[config.mk]
export PLATFORM = sky130hd
export DESIGN_NAME = memory_controller
export DESIGN_NICKNAME = d
export VERILOG_FILES = /design/src/rtl/memory_controller.sv
export SDC_FILE = /design/constraint.sdc
export NUM_CORES = 1
export LEC_CHECK = 0
export BUFFER_PORTS_ARGS = -buffer_cell sky130_fd_sc_hd__buf_2
export CORE_UTILIZATION = 35
export DETAILED_ROUTE_END_ITERATION = 8
export GPL_TIMING_DRIVEN = 0
export PLACE_DENSITY_LB_ADDON = 0.25
export REMOVE_ABC_BUFFERS = 1
export SYNTH_ARGS = -nofsm -noshare
export SYNTH_HDL_FRONTEND = slang
export SYNTH_SLANG_ARGS = --single-unit
[constraint.sdc]
create_clock -name clk -period 3.1 [get_ports clk]
set_clock_uncertainty 0.05 [all_clocks]
set_input_delay 0.31 -clock clk [delete_from_list [all_inputs] [get_ports clk]]
set_output_delay 0.31 -clock clk [all_outputs]
set_load 0.05 [all_outputs]
[src/rtl/memory_controller.sv]
// memory_controller: address/enable sequencer for an NxN by NxN matrix multiply; walks (i,j,k) with k innermost and writes C[i][j] after each inner product.
module memory_controller #(
  parameter int N      = 8,
  parameter int ADDR_W = 6,
  parameter int OUT_W  = 12
) (
  input  logic              clk,
  input  logic              rst_n,
  input  logic              start,
  output logic              we_A,
  output logic              we_B,
  output logic              we_out,
  output logic              en_A,
  output logic              en_B,
  output logic              en_out,
  output logic [ADDR_W-1:0] addr_a,
  output logic [ADDR_W-1:0] addr_b,
  output logic [OUT_W-1:0]  addr_out,
  output logic              done
);
  localparam int LW = $clog2(N);
  localparam int ZW = OUT_W - 2 * LW;

  typedef enum logic [1:0] {IDLE, READ, WB, FIN} state_t;

  state_t state, state_n;
  logic [LW-1:0] i, j, k, i_n, j_n, k_n;
  logic last_k, last_j, last_i;

  assign we_A   = 1'b0;
  assign we_B   = 1'b0;
  assign last_k = k == LW'(N - 1);
  assign last_j = j == LW'(N - 1);
  assign last_i = i == LW'(N - 1);

  always_comb begin
    state_n = state;
    i_n = i;
    j_n = j;
    k_n = k;
    unique case (state)
      IDLE: begin
        state_n = start ? READ : IDLE;
        i_n = '0;
        j_n = '0;
        k_n = '0;
      end
      READ: begin
        state_n = last_k ? WB : READ;
        k_n = last_k ? '0 : k + 1'b1;
      end
      WB: begin
        state_n = (last_j && last_i) ? FIN : READ;
        j_n = last_j ? '0 : j + 1'b1;
        i_n = last_j ? (last_i ? '0 : i + 1'b1) : i;
      end
      FIN: begin
        state_n = IDLE;
        i_n = '0;
        j_n = '0;
        k_n = '0;
      end
      default: state_n = IDLE;
    endcase
  end

  // Outputs are registered from the next state so they line up with the state they describe.
  always_ff @(posedge clk or posedge rst_n) begin
    if (rst_n) begin
      state    <= IDLE;
      i        <= '0;
      j        <= '0;
      k        <= '0;
      en_A     <= 1'b0;
      en_B     <= 1'b0;
      en_out   <= 1'b0;
      we_out   <= 1'b0;
      addr_a   <= '0;
      addr_b   <= '0;
      addr_out <= '0;
      done     <= 1'b0;
    end else begin
      state    <= state_n;
      i        <= i_n;
      j        <= j_n;
      k        <= k_n;
      en_A     <= state_n == READ;
      en_B     <= state_n == READ;
      en_out   <= state_n == WB;
      we_out   <= state_n == WB;
      addr_a   <= state_n == READ ? {i_n, k_n} : '0;
      addr_b   <= state_n == READ ? {k_n, j_n} : '0;
      addr_out <= state_n == WB ? {{ZW{1'b0}}, i_n, j_n} : '0;
      done     <= state_n == FIN;
    end
  end
endmodule

==> flow_metrics.tcl <==
set metrics [dict create \
    cp.depth 3 \
    drt_iter0_drc 11 \
    dieArea_sq_um 3870 \
    ioPinCount 34 \
    ys_seq_elements 29 \
    cts_resized 0 \
    yosysSeqAreaShare_pct 57.2 \
    path_buf_inv 0 \
    synth_area_sq_um 1270 \
    hold_viol 0 \
    relSlewSlack_pct 29.4 \
    worstPathMaxFanout 9 \
    fp.dieH_um 62.2 \
    worstReg2RegStart "state[1]" \
    post-route-drc-count 0 \
    port_buffers 25 \
    start_util_pct 37.1 \
    ant_nets 0 \
    reg2reg_depth 3 \
    drt_first_pass_iters 4 \
    cts_tree "yes" \
    cts.sinks 29 \
    wire_per_inst_um 11.5 \
    powerDensity_nw_per_um2 782 \
    synth_area_leaders "dfrtp_1 (57%), buf_4 (7.7%), ha_1 (5.9%)" \
    synth-edff-count 0 \
    cts_buffers 5 \
    synth.most_common_cell "dfrtp_1" \
    period_needed_ps 1750 \
    finalNonFillerCells 176 \
    start_kind "flop" \
    crit_type "reg -> reg" \
    gp_congestion 0.787 \
    status "complete, no violations" \
    antenna_found_initial 0 \
    areaGrowthSynthToFinish_pct 10.9 \
    tns_ps 0 \
    critical_path.cell_chain "nor2b_1 > nand2_1 > a21oi_1" \
    avgSynthCellArea_sq_um 12.0 \
    crit_family "simple AND/OR/NAND/NOR gates" \
    ys.flop_type "dfrtp_1" \
    grt_max_degree 30 \
    dpl_worst_slack_ps 1350 \
    fin_nets 138 \
    htreeDepth 2 \
    track_usage_pct 11.7 \
    grt_pass1_vias 775 \
    hpwl_um 1390 \
    async_flop_share_pct 100 \
    path_clk_slew_ps 90 \
    worstPathRequired_ps 3300 \
    root_buffer "clkbuf_4" \
    fillers 341 \
    cap_violations 0 \
    synth.distinct_cells 29 \
    clock_latency_ps 330 \
    drt-vias-per-instance 4.29 \
    post-route-period-util_pct 56.6 \
    postLayoutCellArea_sq_um 1410 \
    final_util_pct 41.2 \
    setup_viol 0 \
    dpl.cell_count 168 \
    cp-end-kind "flop" \
    slowest_delay_ps 590 \
    grt_overflow 0 \
    coreArea_sq_um 3420 \
    yosysTopAreaCell "dfrtp_1" \
    holdBufCountCts 0 \
    ys_warn_count 0 \
    vias 755 \
    worst_hold_path_type "in -> async" \
    synth_top_area_share_pct 57.2 \
    startpoint "state[1]" \
    maxSlewViolCount 0 \
    drive_above_1_share_pct 31.5 \
    worst_slew_pin_slew_ps 1060 \
    synthCells 106 \
    fin_ws_ps 1350 \
    worstPathArrival_ps 1950 \
    ir_worst_vdd_mv 0.246 \
    post-cts-setup-buffers 0 \
    cellLeakagePower_nw 0.833 \
    max_freq_mhz 570 \
    row_count 21 \
    die_width_um 62.2 \
    routed_wl_um 2030 \
    post_dp_cell_area_sq_um 1360 \
    num_antenna_cells 0 \
    grt_setup_unrepaired "false" \
    synth_common_cells "dfrtp_1 (29), buf_4 (13), inv_1 (10), nor2_1 (10), ha_1 (6)" \
    crit_slowest_cell "nor2b_1" \
    clockBufferDepth 2 \
    grt_pass1_wl_um 3400 \
]
[worst paths after layout]
check	end	slack, ps
min reg2reg	k[2]	490
max	addr_out[4]	1350
max in group asynchronous	en_out	2180
min	en_B	180
min in group clk	state[0]	310
max reg2reg	addr_out[4]	1350
[kinds of logic after synthesis]
| group | synth area share, % |
|---|---|
| multiplexers | 2.07 |
| AND/OR/NAND/NOR | 12.0 |
| AO/OA/AOI/OAI | 9.96 |
| buffers and inverters | 12.5 |
| flip-flops | 57.2 |
| other | 0.296 |
| adder cells (fa/ha/maj) | 5.92 |
[through the flow]
step                power [mW]  hold slack, ps
floorplan                0.806             338
global placement         0.888             452
detailed placement       0.896             456
CTS                       1.11             219
global route              1.16             297
finish                    1.10             179
[state kept, by name (all words and copies together) (netlist names)]
signal,count
j,3
addr_out,6
i,3
addr_a,4
done,1
en_out,1
addr_b,5
state,2
k,3
en_B,1
[cells in the final DEF, fill, tap and decap left out, drive strengths merged, types with 2 or more instances in the layout]
master,synthesis,routed
mux2,2,2
o211ai,2,2
ha,6,6
a21oi,4,4
nor2b,6,6
buf,14,25
inv,10,10
conb,1,8
nor3b,2,2
clkinv,0,2
nor2,10,10
clkbuf,2,6
a22oi,4,4
dfrtp,29,29
nand2,5,5
a21o,2,2
[layout make-up]
cell class / instances / area [sq um] / area share [%]
well taps: 46 / 57.6 / 4.09
multi-input cells: 58 / 410 / 29.2
clock inverters: 2 / 10.0 / 0.711
inverters: 10 / 37.5 / 2.67
flip-flops and latches: 29 / 726 / 51.6
repair buffers: 25 / 125 / 8.89
clock buffers: 6 / 41.3 / 2.93
[routing by layer]
| metal | global-route usage [%] | share of wire (%) |
|---|---|---|
| met4 | 6.10 | 2.0 |
| met3 | 4.96 | 4.9 |
| met5 | 0 | 0 |
| met1 | 13.7 | 46 |
| met2 | 18.3 | 47 |
[power by group]
group	leakage (nW)	internal, mW	switching [mW]
Clock	0.0320	0.0862	0.131
Combinational	0.411	0.117	0.307
Sequential	0.390	0.429	0.0298
No activity file was read; power rests on OpenSTA's default activity.
